File: src/rtl/branch_predictor_if.sv
`default_nettype none
// ============================================================================
// Module   : branch_predictor_if
// Purpose  : Fetch lookup and resolved-branch update bundle for the BTB.
// Revision : 1.0 - initial release
// ============================================================================
interface branch_predictor_if #(
  parameter int WIDTH = 32
);
  logic [WIDTH-1:0] if_pc_in;
  logic             prediction_out;
  logic [WIDTH-1:0] pred_target_out;
  logic             update_valid_in;
  logic [WIDTH-1:0] update_pc_in;
  logic             update_taken_in;
  logic [WIDTH-1:0] update_target_in;
  logic             update_pred_in;
  logic [31:0]      mispred_count_out;

  modport master (
    output if_pc_in, update_valid_in, update_pc_in, update_taken_in,
           update_target_in, update_pred_in,
    input  prediction_out, pred_target_out, mispred_count_out
  );

  modport slave (
    input  if_pc_in, update_valid_in, update_pc_in, update_taken_in,
           update_target_in, update_pred_in,
    output prediction_out, pred_target_out, mispred_count_out
  );
endinterface
`default_nettype wire

File: src/rtl/branch_predictor.sv
`default_nettype none
// ============================================================================
// Module   : branch_predictor
// Purpose  : Direct-mapped BTB with 2-bit saturating counters and a
//            saturating mispredict counter.
// Revision : 1.0 - initial release
// ============================================================================
module branch_predictor #(
  parameter int WIDTH      = 32,
  parameter int ENTRY_BITS = 4
) (
  input  wire logic         clk_in,
  input  wire logic         rst_in,
  branch_predictor_if.slave bp
);
  localparam int c_entries = 1 << ENTRY_BITS;
  localparam int c_tag_w   = WIDTH - ENTRY_BITS - 2;

  logic                  r_valid  [c_entries];
  logic [c_tag_w-1:0]    r_tag    [c_entries];
  logic [WIDTH-1:0]      r_target [c_entries];
  logic [1:0]            r_ctr    [c_entries];
  logic [31:0]           r_mispred_count;

  logic [ENTRY_BITS-1:0] w_idx;
  logic [c_tag_w-1:0]    w_tag;
  logic                  w_hit;
  logic [ENTRY_BITS-1:0] w_uidx;
  logic [c_tag_w-1:0]    w_utag;
  logic                  w_uhit;
  logic                  w_unused_pc_lsbs;

  // Byte offset within the instruction word plays no part in indexing.
  assign w_unused_pc_lsbs = ^{bp.if_pc_in[1:0], bp.update_pc_in[1:0]};

  assign w_idx  = bp.if_pc_in[ENTRY_BITS+1:2];
  assign w_tag  = bp.if_pc_in[WIDTH-1:ENTRY_BITS+2];
  assign w_hit  = r_valid[w_idx] && (r_tag[w_idx] == w_tag);

  assign w_uidx = bp.update_pc_in[ENTRY_BITS+1:2];
  assign w_utag = bp.update_pc_in[WIDTH-1:ENTRY_BITS+2];
  assign w_uhit = r_valid[w_uidx] && (r_tag[w_uidx] == w_utag);

  assign bp.prediction_out    = w_hit & r_ctr[w_idx][1];
  assign bp.pred_target_out   = w_hit ? r_target[w_idx] : '0;
  assign bp.mispred_count_out = r_mispred_count;

  always_ff @(posedge clk_in) begin
    if (rst_in) begin
      for (int i = 0; i < c_entries; i++) begin
        r_valid[i]  <= 1'b0;
        r_tag[i]    <= '0;
        r_target[i] <= '0;
        r_ctr[i]    <= 2'b01;
      end
      r_mispred_count <= '0;
    end else if (bp.update_valid_in) begin
      if (w_uhit) begin
        if (bp.update_taken_in) begin
          if (r_ctr[w_uidx] != 2'b11) r_ctr[w_uidx] <= r_ctr[w_uidx] + 2'd1;
          r_target[w_uidx] <= bp.update_target_in;
        end else if (r_ctr[w_uidx] != 2'b00) begin
          r_ctr[w_uidx] <= r_ctr[w_uidx] - 2'd1;
        end
      end else if (bp.update_taken_in) begin
        // Taken miss evicts whatever lives at this index.
        r_valid[w_uidx]  <= 1'b1;
        r_tag[w_uidx]    <= w_utag;
        r_target[w_uidx] <= bp.update_target_in;
        r_ctr[w_uidx]    <= 2'b10;
      end
      if ((bp.update_taken_in != bp.update_pred_in) && (r_mispred_count != 32'hFFFF_FFFF))
        r_mispred_count <= r_mispred_count + 32'd1;
    end
  end
endmodule
`default_nettype wire

File: src/flat_wrapper.sv
// flat-port wrapper written by rule: the top's interface ports become plain ports
module branch_predictor_flat 
#(
  parameter int WIDTH      = 32,
  parameter int ENTRY_BITS = 4
)
  (clk_in, rst_in, bp_if_pc_in, bp_update_valid_in, bp_update_pc_in, bp_update_taken_in, bp_update_target_in, bp_update_pred_in, bp_prediction_out, bp_pred_target_out, bp_mispred_count_out);
  branch_predictor_if #(.WIDTH(WIDTH)) bp_i ();
  input  wire logic clk_in;
  input  wire logic rst_in;
  input wire logic [$bits(bp_i.if_pc_in)-1:0] bp_if_pc_in;
  input wire logic [$bits(bp_i.update_valid_in)-1:0] bp_update_valid_in;
  input wire logic [$bits(bp_i.update_pc_in)-1:0] bp_update_pc_in;
  input wire logic [$bits(bp_i.update_taken_in)-1:0] bp_update_taken_in;
  input wire logic [$bits(bp_i.update_target_in)-1:0] bp_update_target_in;
  input wire logic [$bits(bp_i.update_pred_in)-1:0] bp_update_pred_in;
  output wire logic [$bits(bp_i.prediction_out)-1:0] bp_prediction_out;
  output wire logic [$bits(bp_i.pred_target_out)-1:0] bp_pred_target_out;
  output wire logic [$bits(bp_i.mispred_count_out)-1:0] bp_mispred_count_out;
  assign bp_i.if_pc_in = bp_if_pc_in;
  assign bp_i.update_valid_in = bp_update_valid_in;
  assign bp_i.update_pc_in = bp_update_pc_in;
  assign bp_i.update_taken_in = bp_update_taken_in;
  assign bp_i.update_target_in = bp_update_target_in;
  assign bp_i.update_pred_in = bp_update_pred_in;
  assign bp_prediction_out = bp_i.prediction_out;
  assign bp_pred_target_out = bp_i.pred_target_out;
  assign bp_mispred_count_out = bp_i.mispred_count_out;
  branch_predictor #(.WIDTH(WIDTH), .ENTRY_BITS(ENTRY_BITS)) u_core (.clk_in(clk_in), .rst_in(rst_in), .bp(bp_i));
endmodule
File: config.mk
export PLATFORM = sky130hd
export DESIGN_NAME = branch_predictor_flat
export DESIGN_NICKNAME = d
export VERILOG_FILES = /design/src/rtl/branch_predictor_if.sv /design/src/rtl/branch_predictor.sv /design/src/flat_wrapper.sv
export SDC_FILE = /design/constraint.sdc
export NUM_CORES = 1
export LEC_CHECK = 0
export CAP_MARGIN = 5
export CORE_MARGIN = 2
export CORE_UTILIZATION = 45
export DETAILED_ROUTE_END_ITERATION = 8
export HOLD_SLACK_MARGIN = 0.05
export PLACE_DENSITY = 0.7
export SETUP_SLACK_MARGIN = 0.3
export SYNTH_ARGS = -nofsm -noshare
export SYNTH_HDL_FRONTEND = slang
export SYNTH_SLANG_ARGS = --single-unit
File: constraint.sdc
create_clock -name clk_in -period 12.1 [get_ports clk_in]
set_input_delay 1.21 -clock clk_in [delete_from_list [all_inputs] [get_ports clk_in]]
set_output_delay 1.21 -clock clk_in [all_outputs]
set_load 0.05 [all_outputs]
==> results.tsv, run 1 <==
metric	value	unit
status	finished, final reports clean	
cp.required	10.89	ns
ff2ff_path_depth	11	
drtIter0Drc	3999	
r2r_slack	7.24	ns
hold_path_end	u_core.r_valid[12]	
synthesis.area	50400	sq um
rsz0062_at_grt	no	
rows	122	
initial_core_util	45.5	%
finalClockSkew	0.0568	ns
final_util	51.2	%
power_frac_clock	39.5	%
io_pins	166	
yosys.area.top_type	edfxtp_1	
p_sw_share	23.7	%
area_growth	12.7	%
clock-root-buffer	clkbuf_16	
hp-start	u_core.r_valid[12]	
clkLatencyLatePin	0.71	ns
fmax	127	MHz
grt_first_pass_wirelength	208000	um
r2r_end	u_core.r_tag[14][12]	
period_minus_slack	7.90	ns
cts_tree	built	
finalSetupTns	0	ns
grt_usage	25.0	%
cap_violations	0	
antenna_found_initial	12	
rr_startpoint	u_core.r_tag[14][17]	
yosysSeqAreaShare	59.0	%
drt_wl_total	144000	um
cts_buffers	105	
drive_above_1_share	23.3	%
die_w	339	um
grt_pass1_vias	29900	
synth_top_area_share	57.1	%
synth_common_cells	edfxtp_1, and2_1, mux4_2, clkbuf_1, and2_2	
place_area	53500	sq um
cts_resized	0	
dr.pass1.iters	5	
h-tree-depth	3	
async_flop_share	0	%
io_buffers	161	
nNetsFinal	3406	
crit_type	in -> out	
maxSlewViolCount	0	
core-area	111000	sq um
cts_sinks	1008	
whs_path_depth	1	
powerDensity	140	nW/um^2
p_comb_share	9.6	%
pre_cts_ws	4.29	ns
p_int	0.00609	W
hold_class	reg -> reg	
viasPerCell	6.08	
post-synth-top-count-cell	edfxtp_1	
fin_area	56900	sq um
netSwitchingPower	0.00189	W
gp_congestion	0.822	
yosys_warnings	0	
cp.arrival	6.69	ns
synth_top_cells_by_area	edfxtp_1, mux4_2, and2_1, dfxtp_1, mux2i_1	
grt_max_degree	102	
leakage	19.4	nW
maxSlewHeadroom	15.5	%
ctsHoldBuffers	0	
endpoint_kind	primary output	
overflow	0	
critPathLaunchType	primary input	
ir_worst_vdd	0.120	mV
p_seq_share	50.9	%
die_h	339	um
setup_viol	0	
cpMaxStageDelayCell	clkdlybuf4s50_1	
slowest_delay	0.91	ns
hpwlAfterDp	76000	um
syn_nets	3357	
vias	29700	
synth.distinct_cells	64	
post_drt_wl_per_cell	29.5	um
finalHoldViolations	0	
post_cts_buffers	0	
worstPathMaxFanout	101	
dieArea	115000	sq um
ys.flop_type	edfxtp_1	
drtAntennaViolNets	0	
clkSlewWorstSetupHoldPaths	0.06	ns
setup_ws	4.20	ns
synth_cells	3255	
synth_edf_count	960	
synth_seq_cells	1008	
crit_chain	buf_8, buf_12, mux4_2, mux4_2, xnor2_1, nand4_1, nor3_1, nand4_1, buf_4, nor2b_1, clkdlybuf4s50_1	
post-route-period-util	65.3	%
drc	0	
cts.path.max_buffers	3	
syn_area_per_cell	15.5	sq um
tightest_slew	1.26	ns
## through the flow
stage | std cells | hold WS [ns] | power, W
global placement | 4685 | 0.453 | 0.00488
global route | 4885 | 0.484 | 0.00820
detailed placement | 4685 | 0.462 | 0.00489
finish | 4886 | 0.478 | 0.00798
CTS | 4881 | 0.476 | 0.00801
floorplan | 3255 | 0.435 | 0.00461
## critical path: cells and delay by family
kind,cells,cell delay (ns)
buffers and inverters,4,2.55
AND/OR/NAND/NOR,4,1.31
multiplexers,2,1.09
XOR/XNOR,1,0.46
## cells in the final DEF, fill, tap and decap left out, types with 48 or more instances in the layout
master | synthesis | routed
mux4_2 | 378 | 378
edfxtp_1 | 960 | 960
clkbuf_16 | 0 | 105
nor2_1 | 78 | 62
and2_1 | 828 | 828
and2_2 | 105 | 105
mux2i_1 | 85 | 85
clkdlybuf4s50_1 | 0 | 152
dfxtp_1 | 48 | 48
buf_4 | 14 | 76
## registers in the layout, summed over array words and instances, names as in the netlist
name                         count
u_core.r_tag                   416
u_core.r_ctr                    32
u_core.bp.mispred_count_out     32
u_core.r_valid                  16
u_core.r_target                512
## worst max path at each step
stage	startpoint	end	slack, ns
after floorplan	bp_if_pc_in[2]	bp_pred_target_out[10]	6.37
after global routing	bp_if_pc_in[2]	bp_prediction_out	4.04
final	bp_if_pc_in[2]	bp_prediction_out	4.20
after global placement	bp_if_pc_in[2]	bp_prediction_out	4.26
after detailed placement	bp_if_pc_in[2]	bp_prediction_out	4.29
after CTS	bp_if_pc_in[2]	bp_prediction_out	4.27
## metal layers
| layer | vias up | wire (um) | global-route usage (%) |
|---|---|---|---|
| met5 | - | 83 | 0 |
| met4 | 12 | 4800 | 8.22 |
| met3 | 281 | 14800 | 5.36 |
| met2 | 1763 | 68900 | 40.3 |
| met1 | 15300 | 55400 | 33.8 |
| li1 | 12400 | - | - |
## logic make-up (layout without fill, tap and decap cells)
logic type	after synthesis	count (layout)	synth area share (%)
AO/OA/AOI/OAI	170	170	2.70
XOR/XNOR	81	81	1.41
adder cells (fa/ha/maj)	1	1	0.0248
buffers and inverters	303	441	2.78
flip-flops	1008	1008	59.0
multiplexers	479	479	19.3
other	0	5	0
AND/OR/NAND/NOR	1213	1213	14.7
## layout make-up
cell class                      instances  area [sq um]
Tap cell                             1488          1860
Clock inverter                         64           572
Multi-Input combinational cell       1944         19600
Clock buffer                          132          2770
Fill cell                            9007         54100
Timing Repair Buffer                  236          2200
Sequential cell                      1008         29800
Inverter                                9          33.8
Antenna cell                            5          12.5
## power by group through the flow
stage | Sequential (W) | Combinational, W | Clock (W)
after floorplan | 0.00411 | 0.000499 | 0
after CTS | 0.00406 | 0.000760 | 0.00319
after global routing | 0.00408 | 0.000796 | 0.00332
after detailed placement | 0.00413 | 0.000757 | 0
final | 0.00406 | 0.000763 | 0.00316
after global placement | 0.00413 | 0.000754 | 0
Note: power is estimated with default switching activity, not from simulation.
==> run 2: changes to the inputs <==
Settings changed: PLACE_DENSITY 0.7 to 0.72.
Clock period 12.1 ns to 7.2 ns, I/O delays scaled along.
==> run 2 against run 1 <==
Worst hold slack improved by 0.0027 ns. Flip-flop and latch count did not move. Global-route usage fell by 0.39 points. Routed wire length fell by 1.4%. Highest routed layer unchanged. Worst setup slack got worse by 2.8 ns. Clock power rose by 78%. Utilization rose by 0.31 points. Final area rose by 0.61%. Largest cell class unchanged. Via count barely moved.
==> results.tsv, run 2 (synthesis gave the netlist of run 1 again) <==
metric	value	unit	change
crit_type	in -> out		
cap_violations	0		unchanged
antenna_found_initial	16		+4
nNetsFinal	3425		+0.56%
grtUsageMet3	5.96	%	+0.60 points
tightest_slew	1.20	ns	-0.0619 ns
largest_register_ffs	512		unchanged
endpoint_kind	primary output		
ctsHoldBuffers	0		unchanged
die_w	339	um	unchanged
fmax	172	MHz	
die_h	339	um	unchanged
finalHoldViolations	0		unchanged
clkSlewWorstSetupHoldPaths	0.06	ns	about the same
core-area	111000	sq um	unchanged
h-tree-depth	3		unchanged
io_buffers	161		unchanged
cts_tree	built		
grt_use_met2	39.3	%	-0.97 points
dr.pass1.iters	5		unchanged
registers.top_by_ff_count	u_core.r_target		
post-route-period-util	80.6	%	
period_minus_slack	5.80	ns	
clock-root-buffer	clkbuf_16		
place_area	53600	sq um	+0.21%
ir_worst_vdd	0.238	mV	+99%
grt_first_pass_wirelength	206000	um	-1.2%
initial_core_util	45.5	%	unchanged
grt_usage	24.6	%	-0.39 points
finalClockSkew	0.0492	ns	-0.00757 ns
pre_cts_ws	1.36	ns	-2.93 ns
maxSlewViolCount	0		unchanged
io_pins	166		unchanged
whs_path_depth	1		unchanged
r2r_end	u_core.r_tag[11][4]		
post_drt_wl_per_cell	28.9	um	-1.8%
leakage	19.7	nW	+1.3%
rsz0062_at_grt	no		
drc	0		unchanged
maxSlewHeadroom	19.8	%	+4.3 points
cp.arrival	5.08	ns	-1.61 ns
top_usage_layer	met2		
drive_above_1_share	24.9	%	+1.6 points
setup_ws	1.40	ns	-2.80 ns
drt_wl_total	142000	um	-1.4%
cts_sinks	1008		unchanged
setup_viol	0		unchanged
cts_buffers	107		+1.9%
largest_registers	u_core.r_target x512, u_core.r_tag x416		
post_cts_buffers	0		unchanged
most-common-layout-cells	edfxtp_1, and2_1, mux4_2		
hpwlAfterDp	78100	um	+2.8%
worstPathMaxFanout	46		-54%
hold_class	reg -> reg		
grt_max_degree	89		-13%
clkLatencyLatePin	0.74	ns	+0.03 ns
hp-start	u_core.r_valid[2]		
overflow	0		unchanged
gp_congestion	0.838		+1.9%
drtIter0Drc	3949		-1.3%
ff2ff_path_depth	11		unchanged
hold_path_end	u_core.r_valid[2]		
area_growth	13.4	%	
viasPerCell	6.05		-0.48%
cp.required	6.48	ns	-4.41 ns
status	finished, final reports clean		
dieArea	115000	sq um	unchanged
drtAntennaViolNets	0		unchanged
critPathLaunchType	primary input		
rr_startpoint	u_core.r_tag[11][17]		
finalSetupTns	0	ns	unchanged
r2r_slack	2.36	ns	-4.88 ns
final_common_cell	edfxtp_1		
cts.path.max_buffers	3		unchanged
fin_area	57200	sq um	+0.61%
vias	29700		-0.057%
cts_resized	0		unchanged
rows	122		unchanged
use_met1	32.9	%	-0.88 points
powerDensity	240	nW/um^2	+71%
grt_pass1_vias	29900		+0.033%
run 2: cell types whose count changed in the layout (fill, tap and decap cells not counted), moves of 2 or more:
| cell | previous run | this run |
|---|---|---|
| buf_12 | 2 | 4 |
| clkdlybuf4s50_1 | 152 | 135 |
| clkbuf_16 | 105 | 107 |
| buf_4 | 76 | 108 |
| clkbuf_8 | 4 | 1 |
| clkbuf_1 | 23 | 12 |
| bufinv_16 | 6 | 12 |
| clkinv_1 | 33 | 23 |
| clkinv_2 | 15 | 28 |
run 2: worst max-delay path, cell delays in order:
cell             delay [ns]
buf_8                  0.45
mux4_2                 0.61
mux4_2                 0.50
xnor2_1                0.45
nand4_1                0.38
nor3_1                 0.34
nand4_1                0.12
buf_4                  0.33
nor2b_1                0.23
clkdlybuf4s50_1        0.83
run 2: stage by stage:
step                total power (W)  hold WS (ns)  util (%)  cells
global route                 0.0141         0.494      51.6   4904
finish                       0.0137         0.481      51.6   4907
global placement            0.00819         0.455      48.3   4702
CTS                          0.0138         0.478      51.5   4901
detailed placement          0.00822         0.465      48.3   4702
floorplan                   0.00775         0.435         -   3255
run 2: report_power, final:
part | leakage [nW] | internal, W | total, W | switching, W
logic | 8.36 | 0.000569 | 0.00128 | 0.000706
registers | 9.54 | 0.00671 | 0.00684 | 0.000120
clock network | 1.75 | 0.00319 | 0.00561 | 0.00243
run 2: how the worst max path moves through the flow:
stage / from / to / slack, ns / cells after the start
global route: bp_if_pc_in[2] / bp_pred_target_out[13] / 1.15 / 13
global placement: bp_update_pc_in[5] / u_core.r_tag[4][18] / 1.36 / 12
CTS: bp_if_pc_in[2] / bp_pred_target_out[18] / 1.39 / 11
detailed placement: bp_update_pc_in[5] / u_core.r_tag[4][18] / 1.36 / 12
floorplan: bp_update_pc_in[4] / u_core.r_target[12][0] / 2.30 / 8
finish: bp_if_pc_in[2] / bp_pred_target_out[18] / 1.40 / 10
run 2: routing by layer:
| metal | up-vias | routed length, um |
|---|---|---|
| li1 | 12400 | - |
| met3 | 267 | 16100 |
| met2 | 1837 | 67700 |
| met4 | 12 | 4450 |
| met5 | - | 74 |
| met1 | 15200 | 53700 |
run 2: layout make-up:
type | instances | area (sq um)
tap | 1488 | 1860
clock inverter | 79 | 837
timing repair buffer | 253 | 2310
multi-input combinational | 1944 | 19600
inverter | 9 | 33.8
sequential | 1008 | 29800
fill | 8928 | 53800
antenna | 6 | 15.0
clock buffer | 120 | 2740
